--- src/rtl/iq_fifo_drain.sv ---
// Drains the interpolator's I/Q output FIFO pair into a dual sample memory.
// Pops both FIFOs in lockstep and writes each pair at consecutive addresses.
module iq_fifo_drain #(
    parameter int DATA_WIDTH = 12,
    parameter int ADDR_WIDTH = 20
) (
    input  logic                  clk,
    input  logic                  rstn,
    input  logic                  start_i,
    input  logic [ADDR_WIDTH-1:0] len_i,
    input  logic                  hold_i,
    input  logic                  empty_i,
    input  logic [DATA_WIDTH-1:0] data_I_i,
    input  logic [DATA_WIDTH-1:0] data_Q_i,
    output logic                  re_o,
    output logic                  we_o,
    output logic [ADDR_WIDTH-1:0] addr_o,
    output logic [DATA_WIDTH-1:0] data_I_o,
    output logic [DATA_WIDTH-1:0] data_Q_o,
    output logic                  busy_o,
    output logic                  done_o
);

    typedef enum logic [1:0] {IDLE, RUN, FLUSH, DONE} state_t;

    localparam logic [ADDR_WIDTH-1:0] ONE = {{(ADDR_WIDTH-1){1'b0}}, 1'b1};

    state_t                state;
    logic [ADDR_WIDTH-1:0] len_q;
    logic [ADDR_WIDTH-1:0] issued;
    logic [ADDR_WIDTH-1:0] written;
    logic                  rd_valid;
    logic                  last_pop;
    logic                  last_write;

    // Hold only stops new pops; anything already popped still reaches memory.
    assign re_o       = (state == RUN) && !empty_i && !hold_i && (issued < len_q);
    assign last_pop   = re_o && ((issued + ONE) == len_q);
    assign last_write = we_o && ((written + ONE) == len_q);

    always_ff @(posedge clk or negedge rstn) begin
        if (!rstn) begin
            state    <= IDLE;
            len_q    <= '0;
            issued   <= '0;
            written  <= '0;
            rd_valid <= 1'b0;
            we_o     <= 1'b0;
            addr_o   <= '0;
            data_I_o <= '0;
            data_Q_o <= '0;
            busy_o   <= 1'b0;
            done_o   <= 1'b0;
        end else begin
            rd_valid <= re_o;
            we_o     <= rd_valid;
            if (rd_valid) begin
                data_I_o <= data_I_i;
                data_Q_o <= data_Q_i;
            end
            if (re_o) begin
                issued <= issued + ONE;
            end
            if (we_o) begin
                written <= written + ONE;
                addr_o  <= addr_o + ONE;
            end

            case (state)
                IDLE: begin
                    if (start_i) begin
                        len_q   <= len_i;
                        issued  <= '0;
                        written <= '0;
                        addr_o  <= '0;
                        busy_o  <= 1'b1;
                        state   <= (len_i == '0) ? DONE : RUN;
                    end
                end
                RUN: begin
                    if (last_pop) begin
                        state <= FLUSH;
                    end
                end
                FLUSH: begin
                    if (last_write) begin
                        state  <= DONE;
                        done_o <= 1'b1;
                    end
                end
                DONE: begin
                    // A zero-length run arrives here without done_o set; pulse it first.
                    if (done_o) begin
                        done_o <= 1'b0;
                        busy_o <= 1'b0;
                        state  <= IDLE;
                    end else begin
                        done_o <= 1'b1;
                    end
                end
                default: state <= IDLE;
            endcase
        end
    end

endmodule

--- config.mk ---
export PLATFORM = sky130hd
export DESIGN_NAME = iq_fifo_drain
export DESIGN_NICKNAME = d
export VERILOG_FILES = /design/src/rtl/iq_fifo_drain.sv
export SDC_FILE = /design/constraint.sdc
export NUM_CORES = 1
export LEC_CHECK = 0
export BUFFER_PORTS_ARGS = -buffer_cell sky130_fd_sc_hd__buf_2
export CORE_ASPECT_RATIO = 0.5
export CORE_MARGIN = 2
export CORE_UTILIZATION = 29
export CTS_CLUSTER_DIAMETER = 120
export DETAILED_ROUTE_END_ITERATION = 10
export SLEW_MARGIN = 20
export SYNTH_ARGS = -nofsm -noshare
export SYNTH_HDL_FRONTEND = slang
export SYNTH_SLANG_ARGS = --single-unit
--- constraint.sdc ---
create_clock -name clk -period 6 [get_ports clk]
set_input_delay 0.6 -clock clk [delete_from_list [all_inputs] [get_ports clk]]
set_output_delay 0.6 -clock clk [all_outputs]
set_load 0.1 [all_outputs]
Word-level counts from Yosys, hierarchy flattened
Index checks and enable logic that the tools add are counted.
Cells by class
  add/sub/neg operators: 3
  order comparisons: 1
  equal/unequal tests: 9
  muxes and demuxes: 21
  reductions and logical operators: 15
Operators with widths (count)
  two-way mux 20 bit: 9
  adder 20 x 1 -> 20 bit (second input constant): 3
  == test 20 bit: 2
  logical NOT 20 bit: 1
  less-than comparator 20 bit: 1
  two-way mux 2 bit: 5
  != test 2 bit (second input constant): 4
  one-hot mux 2 bit (4 select lines): 1
  logical AND 1 bit: 5
  == test 2 bit (second input constant): 2
  two-way mux 1 bit: 4
  one-hot mux 1 bit (2 select lines): 2
  AND reduction 2 bit: 2
  AND reduction 4 bit: 1
  nonzero test 2 bit: 2
  AND reduction 3 bit: 1
  == test 2 x 1 -> 1 bit (second input constant): 1
  logical NOT 1 bit: 2
  logical NOT 2 bit: 1
Word-level totals
  bits in registers: 110
  bits of input ports: 49
  word-level logic and storage cells: 60

Depth between registers and ports, before layout
  word-level depth: 7
  gate-level depth with buffers: 11

Worst setup path before layout
OpenSTA, ideal clock, no wires.
  path kind: register to register
  start: register done_o
  end: register state[1]
  setup time: 0.125 ns
  arrival time: 2.953 ns
  required time: 5.875 ns
  slack: 2.922 ns
  stages on the path, launching flop included: 9
  path buffers: 0
  path through: dfrtp_1 -> nand2b_1 -> o21ai_0 -> or4_1 -> a2111oi_1 -> nand4_1 -> nor4b_1 -> o22ai_2 -> mux2_4
On the way
  cells in the longest elaborated chain, start to end: 2
RTL lines
  from (decl): RTL line 21  | output logic done_o
  from (signal assigned): RTL line 53  | done_o <= 1'b0;
  from (signal assigned): RTL line 88  | done_o <= 1'b1;
  from (signal assigned): RTL line 94  | done_o <= 1'b0;
  != test 2 bit (no line)
  AND reduction 4 bit (no line)
  to (signal assigned): RTL line 77  | state <= (len_i == '0) ? DONE : RUN;
  to (decl): RTL line 28  | state_t state;
Every way passes these cells.
A chain may end at the register's enable or synchronous reset.

Worst setup path after layout
  start: register len_q[5]
  end: output re_o
On the way
  cells in the longest elaborated chain, start to end: 2
RTL lines
  from (decl): RTL line 29  | logic [ADDR_WIDTH-1:0] len_q;
  from (signal assigned): RTL line 72  | len_q <= len_i;
  less-than comparator 20 bit: RTL line 37  | assign re_o = (state == RUN) && !empty_i && !hold_i && (issued < len_q);
  logical AND 1 bit: RTL line 37
  to (decl): RTL line 15  | output logic re_o,
Every way passes these cells.

==> key figures <==
Drt
  – Final wirelength: 15100 microns
  – Drt first pass iters: 4
  – DR iter-0 viols: 358
  – DR WL/cell: 14.0 microns
  – Detail Route Antenna Nets: 0
  – DR vias: 5183
  – DRC Markers: 0
  – Vias per cell: 4.81

Clocking
  – CTS clk-pin slew, worst paths: 0.07 ns
  – Post-CTS sizing: 0
  – H-Tree Depth: 3
  – CTS Buf Count: 9
  – Hold Buf Count CTS: 0
  – CTS tree: built
  – Clk buf depth: 2
  – Clock Latency Late Sink: 0.37 ns
  – Post-CTS Setup Bufs: 0
  – CTS root buf: clkbuf_16
  – Clock Sinks: 110

Worst setup path
  – CP Class: reg2out
  – Largest fanout on the critical path: 21
  – Cell Chain, Critical Path: inv_1 -> ha_1 -> nand4_1 -> or4_1 -> a21oi_1 -> a211o_1 -> inv_1 -> buf_2
  – Crit-path max cell delay: 0.57 ns
  – CP Capture Type: output port
  – Critical path arrival: 3.27 ns
  – R2R Path End: state[1]$_DFFE_PN0P_
  – CP max stage cell: or4_1
  – Startpoint class of the critical path: flop
  – Worst r2r src: len_q[9]$_DFFE_PN0P_
  – Flop-to-flop setup slack: 2.70 ns
  – Worst Path Required: 5.40 ns
  – Most frequent CP cell: inv_1
  – R2r worst-path depth: 10

Synth
  – Synthesized flop and latch total: 110
  – Cell area after synthesis: 6570 sq um
  – Seq/Total Area, Yosys: 41.9%
  – Post-synth EDFFs: 0
  – Synth Warn #: 0
  – Library cells used by synthesis: 67
  – Area leader, netlist: dfrtp_1
  – Post-synth ARST share: 100%
  – XOR/XNOR Fraction of Synth Area: 12.4%
  – Simple-Gate Fraction of Synth Area: 20.9%
  – Synth top area cells: dfrtp_1 42%, xnor2_1 7.2%, xor2_1 5.2%, ha_1 5.1%, mux2_2 4.3%
  – Main combinational cell family by area after synthesis: simple AND/OR/NAND/NOR gates
  – Top-area cell type share of the netlist area: 41.9%
  – Synth Flop Type: dfrtp_1
  – Syn Area/Cell: 9.38 sq um
  – Adder and majority gate portion of the synthesized area: 5.14%
  – Synth Area in Compound Gates: 10.2%
  – Synth Instances: 701
  – Multiplexer share of the synthesized area: 5.12%
  – Syn_nets: 777

STA
  – Relative slew slack: 35.8%
  – Hold Fails Final Rpt: 0
  – Max-slew violations: 0
  – Setup Skew: 0.0133 ns
  – Final period util: 64.4%
  – Slew @ Worst Pin: 0.963 ns
  – Total Neg Setup Slack: 0 ns
  – Final number of setup-violating endpoints: 0
  – Achievable Freq: 259 MHz
  – Minimum clock period: 3.87 ns
  – RSZ-0062 raised after global routing: false

Global route
  – GRT Total Usage: 13.2%
  – Largest net degree at the start of global routing: 72
  – First-pass GRT wire length: 25700 microns
  – Remaining global-route overflow: 0
  – Vias in the first global route: 5038
  – Initial antenna violation count: 0

Floorplan
  – Initial Utilization: 29.9%
  – Std-Cell Core Area: 22000 sq um
  – # rows: 38
  – Ports: 97
  – Die width: 217 microns
  – Die height: 110 microns
  – Die Area: 24000 sq um

Pwr
  – Tot Pwr: 2.88 mW
  – VDD IR max: 0.000302 V
  – PwrDens: 380 nW/um^2
  – Static leakage: 3.16 nW

Hold path
  – Worst Hold Class: in2async

Placement
  – Input/output buffers: 96
  – Area after DPL: 7300 sq um
  – GP Congestion: 0.834
  – Detail Placement HPWL: 11400 microns

Run status
  – Run status: completed

Cells and area
  – Antenna Cells: 0
  – Fin area: 7570 sq um
  – Layout cell share with drive strength beyond 1: 19.9%
  – Nets: 849
  – Area growth, synth to finish: 15.2%
  – Core Util, Final: 34.5%

Flow run
  – Max-capacitance violation count: 0
[kinds of logic (layout without fill, tap and decap cells)]
group | Yosys count | count (layout)
simple gates | 259 | 259
fa+ha+maj | 27 | 27
mux | 30 | 30
flops | 110 | 110
xor+xnor | 93 | 93
buf+inv | 73 | 150
compound gates | 109 | 109
[cells in the mapped netlist, drive strengths merged (15+ instances only)]
master	number
clkbuf	26
nand2	59
xnor2	54
dfrtp	110
nor3	15
a21oi	30
o21ai	42
ha	27
or3	17
xor2	39
inv	35
mux2	26
nand4	23
nand3	23
nor2	68
[worst max-delay path by stage]
stage | from | to | cells after the start
after floorplan | done_o$_DFFE_PN0P_ | state[1]$_DFFE_PN0P_ | 8
after global placement | len_q[5]$_DFFE_PN0P_ | re_o | 8
after detailed placement | len_q[5]$_DFFE_PN0P_ | re_o | 8
after CTS | len_q[5]$_DFFE_PN0P_ | re_o | 8
after global routing | len_q[5]$_DFFE_PN0P_ | re_o | 8
final | len_q[5]$_DFFE_PN0P_ | re_o | 8
[sequential cells by signal, summed over array words and instances (netlist names)]
signal and cells:
done_o 1, addr_o 20, data_I_o 12, busy_o 1, data_Q_o 12, written 20
rd_valid 1, len_q 20, issued 20, state 2, we_o 1
[metrics by stage]
step	hold slack (ns)	cells	setup WS [ns]
2_1_floorplan	0.304	701	2.92
3_3_place_gp	0.484	1062	2.50
3_5_place_dp	0.491	1062	2.47
4_1_cts	0.230	1078	2.05
5_1_grt	0.237	1078	1.85
6_report	0.209	1078	2.13
[where the power goes]
group	switching [mW]	total [mW]	leakage, nW	internal [mW]
Sequential	0.213	1.10	1.24	0.883
Combinational	0.885	1.20	1.78	0.317
Clock	0.285	0.580	0.133	0.295
Total	1.38	2.88	3.16	1.50
[final cells by class]
cell class / instances / area (sq um)
Clock buffer: 12 / 246
Clock inverter: 4 / 30.0
Fill cell: 2280 / 14400
Inverter: 35 / 131
Multi-Input combinational cell: 518 / 3530
Sequential cell: 110 / 2750
Tap cell: 300 / 375
Timing Repair Buffer: 99 / 505
[layout by cell type, fill, tap and decap left out, types with 2 or more instances in the layout]
| master | n |
|---|---|
| dfrtp_1 | 110 |
| nor3b_1 | 2 |
| or4_1 | 5 |
| nand3b_1 | 2 |
| nor4_1 | 9 |
| xor2_1 | 39 |
| nor4_4 | 2 |
| clkbuf_1 | 2 |
| nand2b_1 | 3 |
| clkbuf_16 | 9 |
| mux2i_1 | 4 |
| o2111ai_1 | 2 |
| nor2_1 | 67 |
| ha_1 | 27 |
| and2_1 | 2 |
| nor4b_1 | 2 |
| nor3_1 | 15 |
| mux2_2 | 25 |
| xnor2_1 | 54 |
| a211o_1 | 2 |
| o211ai_1 | 6 |
| or3_1 | 16 |
| and4_1 | 6 |
| nand2_1 | 59 |
| buf_2 | 95 |
| nand4_1 | 21 |
| and3_1 | 12 |
| a31oi_1 | 3 |
| inv_1 | 35 |
| a31o_2 | 2 |
| a211oi_1 | 4 |
| o21a_1 | 2 |
| a21oi_1 | 30 |
| nand3_1 | 22 |
| buf_4 | 4 |
| a21o_1 | 2 |
| o21ai_0 | 41 |
[metal layers]
metal / vias to the layer above / GRT usage [%] / share of wire, %
li1: 2598 / - / -
met3: 9 / 3.31 / 3.0
met2: 72 / 22.1 / 48
met4: 0 / 3.33 / 1.0
met1: 2504 / 17.1 / 48
met5: - / 0 / 0
[worst max-delay path: cells and delay by family, from the launching register on]
family	cells	cell delay, ns
buffers and inverters	3	0.74
AO/OA/AOI/OAI	2	0.71
AND/OR/NAND/NOR	2	0.66
flip-flops	1	0.46
adder cells (fa/ha/maj)	1	0.31
(Power assumes the default switching activity.)
